[config.mk]
export PLATFORM = sky130hd
export DESIGN_NAME = clk_divider_multi
export DESIGN_NICKNAME = d
export VERILOG_FILES = /design/src/rtl/clk_div_pkg.sv /design/src/rtl/clk_div_channel.sv /design/src/rtl/clk_divider_multi.sv
export SDC_FILE = /design/constraint.sdc
export NUM_CORES = 1
export LEC_CHECK = 0
export ABC_AREA = 1
export ABC_CLOCK_PERIOD_IN_PS = 13150
export CAP_MARGIN = 20
export CORE_ASPECT_RATIO = 1.2
export CORE_MARGIN = 2
export CORE_UTILIZATION = 55
export CTS_CLUSTER_SIZE = 14
export DETAILED_ROUTE_END_ITERATION = 12
export PLACE_DENSITY = 0.84
export SKIP_CTS_REPAIR_TIMING = 1
export SYNTH_ARGS = -nofsm -noshare
export SYNTH_HDL_FRONTEND = slang
export SYNTH_SLANG_ARGS = --single-unit
[constraint.sdc]
create_clock -name clk_in -period 13.15 [get_ports clk_in]
set_input_delay 2.63 -clock clk_in [delete_from_list [all_inputs] [get_ports clk_in]]
set_output_delay 2.63 -clock clk_in [all_outputs]
set_load 0.02 [all_outputs]
[src/rtl/clk_div_pkg.sv]
// Shared constants and helpers for the multi-channel clock divider.
// Holds the default counter width, the smallest legal divisor and the reset-divisor function.
package clk_div_pkg;

    localparam int CNT_W_DEF = 16;
    localparam int DIV_MIN   = 2;

    // Reset divisor from base/output frequency; a zero output frequency yields 0 so the elab check trips.
    function automatic logic [CNT_W_DEF-1:0] def_div(input int base, input int def_f);
        if (def_f == 0) begin
            return '0;
        end
        return CNT_W_DEF'(base / def_f);
    endfunction

endpackage

[src/rtl/clk_div_channel.sv]
// One divider channel: period counter, active/shadow divisor, pending flag and registered outputs.
// A new divisor only takes effect at a wrap, or at once while the channel is disabled.
module clk_div_channel
    import clk_div_pkg::*;
#(
    parameter int              CNT_W   = CNT_W_DEF,
    parameter logic [CNT_W-1:0] DEF_DIV = 10
) (
    input  logic             clk_in,
    input  logic             reset,
    input  logic             en,
    input  logic             wr,
    input  logic [CNT_W-1:0] wr_div,
    output logic             clk_out,
    output logic             tick,
    output logic             pend
);

    localparam logic [CNT_W-1:0] ONE = CNT_W'(1);

    logic [CNT_W-1:0] cnt;
    logic [CNT_W-1:0] div_act;
    logic [CNT_W-1:0] shadow;
    logic [CNT_W-1:0] last;
    logic [CNT_W-1:0] hi;
    logic [CNT_W-1:0] cnt_nxt;
    logic             wrap;
    logic             apply;

    assign last    = div_act - ONE;
    assign hi      = div_act >> 1;
    assign wrap    = (cnt == last);
    assign cnt_nxt = wrap ? '0 : cnt + ONE;
    // A write landing on this edge is held for the next boundary, never applied on the same edge.
    assign apply   = pend && !wr;

    always_ff @(posedge clk_in) begin
        if (wr) begin
            shadow <= wr_div;
        end
    end

    always_ff @(posedge clk_in or posedge reset) begin
        if (reset) begin
            cnt     <= DEF_DIV - ONE;
            div_act <= DEF_DIV;
            pend    <= 1'b0;
            clk_out <= 1'b0;
            tick    <= 1'b0;
        end else begin
            if (wr) begin
                pend <= 1'b1;
            end
            if (!en) begin
                // Park at the last count so the first enabled edge wraps and raises clk_out.
                clk_out <= 1'b0;
                tick    <= 1'b0;
                if (apply) begin
                    div_act <= shadow;
                    cnt     <= shadow - ONE;
                    pend    <= 1'b0;
                end else begin
                    cnt <= last;
                end
            end else begin
                cnt <= cnt_nxt;
                if (wrap) begin
                    clk_out <= 1'b1;
                    tick    <= 1'b1;
                    if (apply) begin
                        div_act <= shadow;
                        pend    <= 1'b0;
                    end
                end else begin
                    tick <= 1'b0;
                    if (cnt_nxt == hi) begin
                        clk_out <= 1'b0;
                    end
                end
            end
        end
    end

endmodule

[src/rtl/clk_divider_multi.sv]
// N-channel runtime-programmable clock divider / tick generator on a single base clock.
// Decodes and validates divisor writes, gates them by per-channel pending state, flags bad writes.
module clk_divider_multi
    import clk_div_pkg::*;
#(
    parameter int N_CH      = 4,
    parameter int CNT_W     = CNT_W_DEF,
    parameter int FREC_BASE = 100,
    parameter int FREC_DEF  = 10,
    localparam int CH_W     = (N_CH > 1) ? $clog2(N_CH) : 1
) (
    input  logic             clk_in,
    input  logic             reset,
    input  logic [N_CH-1:0]  en,
    input  logic             cfg_valid,
    output logic             cfg_ready,
    input  logic [CH_W-1:0]  cfg_ch,
    input  logic [CNT_W-1:0] cfg_div,
    output logic             cfg_err,
    output logic [N_CH-1:0]  clk_out,
    output logic [N_CH-1:0]  tick
);

    localparam int               DEF_DIV_I = FREC_BASE / ((FREC_DEF == 0) ? 1 : FREC_DEF);
    localparam logic [CNT_W-1:0] DEF_DIV   = CNT_W'(def_div(FREC_BASE, FREC_DEF));

    generate
        if (N_CH < 1) begin : g_bad_nch
            $error("clk_divider_multi: N_CH must be at least 1");
        end
        if (FREC_DEF == 0 || DEF_DIV_I < DIV_MIN) begin : g_bad_def
            $error("clk_divider_multi: FREC_BASE/FREC_DEF must be at least 2");
        end
    endgenerate

    logic [N_CH-1:0] pend;
    logic [N_CH-1:0] wr;
    logic            ch_ok;
    logic            accept;
    logic            div_ok;

    // Out-of-range channels report ready so the bad write is accepted and flagged.
    always_comb begin
        cfg_ready = 1'b1;
        ch_ok     = 1'b0;
        for (int i = 0; i < N_CH; i++) begin
            if (cfg_ch == CH_W'(i)) begin
                ch_ok     = 1'b1;
                cfg_ready = !pend[i];
            end
        end
    end

    assign accept = cfg_valid && cfg_ready;
    assign div_ok = (cfg_div >= CNT_W'(DIV_MIN));

    always_comb begin
        wr = '0;
        for (int i = 0; i < N_CH; i++) begin
            wr[i] = accept && div_ok && (cfg_ch == CH_W'(i));
        end
    end

    always_ff @(posedge clk_in or posedge reset) begin
        if (reset) begin
            cfg_err <= 1'b0;
        end else begin
            cfg_err <= accept && !(div_ok && ch_ok);
        end
    end

    for (genvar g = 0; g < N_CH; g++) begin : g_ch
        clk_div_channel #(
            .CNT_W   (CNT_W),
            .DEF_DIV (DEF_DIV)
        ) u_ch (
            .clk_in  (clk_in),
            .reset   (reset),
            .en      (en[g]),
            .wr      (wr[g]),
            .wr_div  (cfg_div),
            .clk_out (clk_out[g]),
            .tick    (tick[g]),
            .pend    (pend[g])
        );
    end

endmodule

==> results of run 1 <==
[registers in the layout (all words and copies together) (netlist names)]
name / flops
cfg_err: 1
g_ch.u_ch.clk_out: 4
g_ch.u_ch.cnt: 64
g_ch.u_ch.div_act: 64
g_ch.u_ch.pend: 4
g_ch.u_ch.shadow: 64
g_ch.u_ch.tick: 4
[placed cells by master, fill, tap and decap left out, types with 6 or more instances in the layout]
master,instances
nand2_2,6
o21ai_0,113
dfrtp_1,125
clkdlybuf4s50_1,34
nor2_1,196
nor2_2,21
dfstp_2,16
xor2_1,87
nand4_1,21
o22ai_1,13
nand3b_1,6
ha_1,12
o21ai_1,27
clkbuf_16,23
nor2_4,10
a21oi_1,80
nor3_1,32
nand3_1,247
nor4_1,16
xnor2_1,7
edfxtp_1,64
o211ai_1,17
nand2_1,648
inv_1,269
[routing by layer]
metal  up-vias  track usage [%]
met2       603             50.8
li1       6967                -
met3       158             3.44
met1      6681             38.6
met5         -                0
met4         0             16.3
[power breakdown]
part / internal (W) / switching [W] / total [W]
clock network: 0.000404 / 0.000285 / 0.000689
logic: 0.000348 / 0.000651 / 0.00100
registers: 0.000788 / 0.000182 / 0.000971
total: 0.00154 / 0.00112 / 0.00266
[kinds of logic (layout without fill, tap and decap cells)]
logic type / after synthesis / in the layout / synth area share (%)
AO/OA/AOI/OAI: 266 / 266 / 9.84
XOR/XNOR: 95 / 95 / 5.78
adder cells (fa/ha/maj): 12 / 12 / 1.03
buffers and inverters: 331 / 355 / 9.19
flip-flops: 205 / 205 / 37.4
AND/OR/NAND/NOR: 1232 / 1232 / 36.7
[through the flow]
| stage | power (W) | util (%) | area (sq um) |
|---|---|---|---|
| 6_report | 0.00266 | 60.8 | 15900 |
| 5_1_grt | 0.00285 | 60.8 | 15900 |
| 4_1_cts | 0.00264 | 60.8 | 15900 |
| 3_5_place_dp | 0.00195 | 57.7 | 15100 |
| 3_3_place_gp | 0.00193 | 57.7 | 15100 |
| 2_1_floorplan | 0.00169 | - | 14600 |
[worst paths after layout]
kind	start	end	slack, ns	cells after the start
max	cfg_ch[0]	cfg_ready	6.16	6
max reg2reg	g_ch[0].u_ch.div_act[1]	g_ch[0].u_ch.div_act[12]	9.20	12
max in group asynchronous	reset	g_ch[3].u_ch.pend	9.23	3
min	g_ch[2].u_ch.div_act[1]	g_ch[2].u_ch.div_act[1]	0.52	2
min in group asynchronous	reset	g_ch[2].u_ch.cnt[7]	2.61	2
min reg2reg	g_ch[2].u_ch.div_act[1]	g_ch[2].u_ch.div_act[1]	0.52	2
[critical path: stages]
cell and delay (ns):
clkdlybuf4s50_1 0.54, inv_1 0.11, nand3_1 0.09, o2111ai_1 0.12
o21ai_0 0.18, clkdlybuf4s50_1 0.69
[layout make-up]
type / count / area (sq um)
Tap cell: 335 / 419
Sequential cell: 205 / 5470
Inverter: 274 / 1030
Fill cell: 2434 / 10300
Multi-Input combinational cell: 1605 / 7820
Timing Repair Buffer: 39 / 385
Clock buffer: 25 / 583
Clock inverter: 17 / 213
==> impl_metrics.toml, run 1 <==
[status]
status = "completed"

[floorplanning]
dieArea_sq_mm = 0.0279
boundaryPins = 35
die_w_microns = 153
rows = 65
die_y_microns = 183
start_util_pct = 55.8
core_area_sq_mm = 0.0262

[final_layout]
final_cells = 2500
nNetsFinal = 2185
diodes = 0
area_growth_pct = 8.89
drive_gt1_share_pct = 5.40

[logic_synthesis]
synthArstFlopShare_pct = 68.8
ys_types = 47
ys_top_cells_by_count = "nand2_1, inv_1, nand3_1"
synthFlopType = "dfrtp_1"
ys_ff_latch = 205
synth_top_area_share_pct = 21.4
synth_edf_count = 64
syn_inst = 2141
yosys_warnings = 0
syn_area_sq_mm = 0.0146
seq_area_frac_synth_pct = 37.4
netlist_top_cells_area = "dfrtp_1, nand2_1, edfxtp_1"
synth_nets = 2178
syn_avg_cell_area_sq_um = 6.83
synth_top_cell_by_area = "dfrtp_1"
yosys.cell_count.top_type = "nand2_1"

[placed_design]
hpwl_microns = 31000
dp_cells = 2457
dp_slack_ns = 6.18
gp_congestion = 1.00
port_buffers = 34

[worst_setup_path]
path_class = "primary input to primary output"
path_max_fanout = 4
arrival_ns = 4.36
crit_path_start_kind = "primary input"
required_ns = 10.52
end_kind = "primary output"

[timing]
slew_headroom_pct = 35.2
tns_ns = 0
period_share_pct = 53.2
fin_crit_ns = 6.99
hold_viol_final = 0
slew_violations = 0
hold_slack_ns = 0.524
clock-skew-final_ns = 0.0242
rsz0062_at_grt = "false"
setup_slack_ns = 6.16
max_freq_mhz = 143
setup_viol = 0
worst_slew_pin_slew_ns = 0.969

[clock_tree]
clock-root-buffer = "clkbuf_16"
cts.path.max_buffers = 3
cts_buffers = 23
clk_pin_slew_worst_paths_ns = 0.06
clock-sinks = 205
tritoncts = "built"
clk_latency_ns = 0.54
htreeDepth = 1

[routing]
drtIter0Drc = 1296
wl_met2_microns = 20100
routed_wl_microns = 42200
drtPass1Iterations = 6
highest_layer = "met4"
drc = 0
vias = 14400
wl_met1_microns = 16800
ant_nets = 0
detail_route.wl_per_cell_microns = 16.9
via_per_inst = 5.76
dr_wl_met3_microns = 3060

[hold_path]
hold_class = "flip-flop to flip-flop"

[grt]
antenna_found_initial = 0
grt_pass1_vias = 13700
grt_use_total_pct = 30.3
grt-ovfl-total = 0
grt_max_degree = 83
grt_pass1_wl_microns = 68600

[flow_run]
cap_violations = 0

[power_and_ir_drop]
ir_drop_v = 0.000129
power_density_mw_per_mm2 = 167
leakagePower_nw = 7.73
(Power assumes the default switching activity.)
==> run 2, diff against run 1 <==
Settings changed: ABC_CLOCK_PERIOD_IN_PS 13150 to 7100.
Clock period 13.15 ns to 7.1 ns, I/O delays scaled along.
==> run 2 against run 1 <==
  * Largest power group unchanged
  * Setup slack got worse by 3.6 ns
  * Power rose by 83%
  * Worst hold slack got worse by 0.0067 ns
  * Sequential power rose by 85%
  * Clock skew down 0.011 ns
  * Combinational power up 86%
  * First-iteration DRC count increased by 5.0%
  * Global-route usage is essentially flat
  * Design area down 0.30%
  * Non-clock buffer count is the same
  * Sequential share of layout area up 0.10 points
==> impl_metrics.toml, run 2 (synthesis gave the netlist of run 1 again) <==
[clock_tree]
tritoncts = "built"
clk_pin_slew_worst_paths_ns = 0.06
clock-sinks = 205
clock-root-buffer = "clkbuf_16"
cts.path.max_buffers = 3
htreeDepth = 1
cts_buffers = 23
clk_latency_ns = 0.53

[floorplanning]
die_w_microns = 153
core_area_sq_mm = 0.0262
start_util_pct = 55.8
boundaryPins = 35
dieArea_sq_mm = 0.0279
rows = 65
die_y_microns = 183

[final_layout]
nNetsFinal = 2185
final_cell_mix = "nand2_1, inv_1, nand3_1"
top_regs = "g_ch.u_ch.cnt (64), g_ch.u_ch.div_act (64), g_ch.u_ch.shadow (64)"
stdcell_area_sq_mm = 0.0159
area_growth_pct = 8.57
final_common_cell = "nand2_1"
diodes = 0
drive_gt1_share_pct = 5.27

[worst_setup_path]
path_max_fanout = 4
end_kind = "primary output"
crit_slowest_cell = "clkdlybuf4s50_1"
path_class = "primary input to primary output"
cp_cell_sequence = "clkdlybuf4s50_1 > inv_1 > nand3_1 > o2111ai_1 > o21ai_0 > clkdlybuf4s50_1"
crit_path_start_kind = "primary input"
path_common_cell = "clkdlybuf4s50_1"
arrival_ns = 3.12
slowest_delay_ns = 0.68
required_ns = 5.68

[routing]
wl_met2_microns = 20300
highest_layer = "met4"
drtPass1Iterations = 6
drtIter0Drc = 1361
via_per_inst = 5.79
detail_route.wl_per_cell_microns = 16.9
ant_nets = 0
drc = 0
wl_met1_microns = 17000
dr_wl_met3_microns = 3050
routed_wl_microns = 42300
vias = 14500

[power_and_ir_drop]
leakagePower_nw = 7.71
p_seq_share_pct = 37.1
p_int_w = 0.00279
switching_power_w = 0.00207
ir_drop_v = 0.000204
clockPowerShare_pct = 24.6
comb_power_share_pct = 38.4
p_sw_share_pct = 42.5
power_density_mw_per_mm2 = 306

[timing]
worst_slew_pin_slew_ns = 0.984
hold_viol_final = 0
setup_viol = 0
tns_ns = 0
clock-skew-final_ns = 0.0130
max_freq_mhz = 220
slew_violations = 0
slew_headroom_pct = 34.2
period_share_pct = 64.0
fin_crit_ns = 4.54
rsz0062_at_grt = "false"

[placed_design]
port_buffers = 34
hpwl_microns = 30900
gp_congestion = 0.984
placed_area_sq_mm = 0.0151

[grt]
grt_pass1_vias = 14100
grt_pass1_wl_microns = 69100
antenna_found_initial = 0
grt_use_total_pct = 30.3
grt_max_degree = 85
grt-ovfl-total = 0

[flow_run]
cap_violations = 0

[status]
status = "completed"

[hold_path]
hold_class = "flip-flop to flip-flop"
[run 2: cell count changes in the layout (fill, tap and decap cells not counted), sizes merged]
cell | previous run | this run
clkinvlp | 3 | 2
clkbuf | 25 | 26
inv | 276 | 277
clkinv | 8 | 9
bufinv | 4 | 2
[run 2: worst max-delay path, delay by kind of cell]
kind	cells	cell delay [ns]
AND/OR/NAND/NOR	1	0.09
buffers and inverters	3	1.34
AO/OA/AOI/OAI	2	0.27
[run 2: cell type report]
cell class | count | area [sq um]
multi-input combinational | 1605 | 7820
sequential | 205 | 5470
fill | 2410 | 10300
clock inverter | 16 | 148
tap | 335 | 419
inverter | 274 | 1030
timing repair buffer | 39 | 389
clock buffer | 26 | 597
[run 2: per-stage QoR]
| step | utilization [%] | cells | hold WS [ns] | power (W) | setup WS [ns] |
|---|---|---|---|---|---|
| after floorplan | - | 2141 | 0.484 | 0.00314 | 1.93 |
| after global placement | 57.6 | 2455 | 0.503 | 0.00356 | 2.57 |
| after detailed placement | 57.7 | 2456 | 0.513 | 0.00362 | 2.58 |
| after CTS | 60.5 | 2498 | 0.521 | 0.00482 | 2.56 |
| after global routing | 60.6 | 2500 | 0.533 | 0.00520 | 2.47 |
| final | 60.6 | 2500 | 0.517 | 0.00485 | 2.56 |
[run 2: final timing paths]
check / to / slack, ns / depth (start not counted) / from
setup / recovery: cfg_ready / 2.56 / 6 / cfg_ch[0]
hold / removal: g_ch[3].u_ch.div_act[1] / 0.52 / 2 / g_ch[3].u_ch.div_act[1]
setup reg to reg: g_ch[3].u_ch.div_act[12] / 3.16 / 15 / g_ch[3].u_ch.div_act[0]
hold reg to reg: g_ch[3].u_ch.div_act[1] / 0.52 / 2 / g_ch[3].u_ch.div_act[1]
max in group asynchronous: g_ch[0].u_ch.pend / 4.41 / 3 / reset
min in group asynchronous: g_ch[2].u_ch.cnt[5] / 1.41 / 2 / reset
[run 2: routing by layer]
layer / global-route usage [%] / up-vias
li1: - / 6964
met3: 4.32 / 159
met5: 0 / -
met1: 38.0 / 6728
met4: 13.9 / 0
met2: 51.8 / 632
[run 2: power by group through the flow]
stage / logic (W) / clock network, W / registers, W
3_5_place_dp: 0.00181 / 0 / 0.00181
4_1_cts: 0.00183 / 0.00120 / 0.00179
3_3_place_gp: 0.00177 / 0 / 0.00180
6_report: 0.00186 / 0.00119 / 0.00180
5_1_grt: 0.00212 / 0.00125 / 0.00183
2_1_floorplan: 0.00144 / 0 / 0.00170
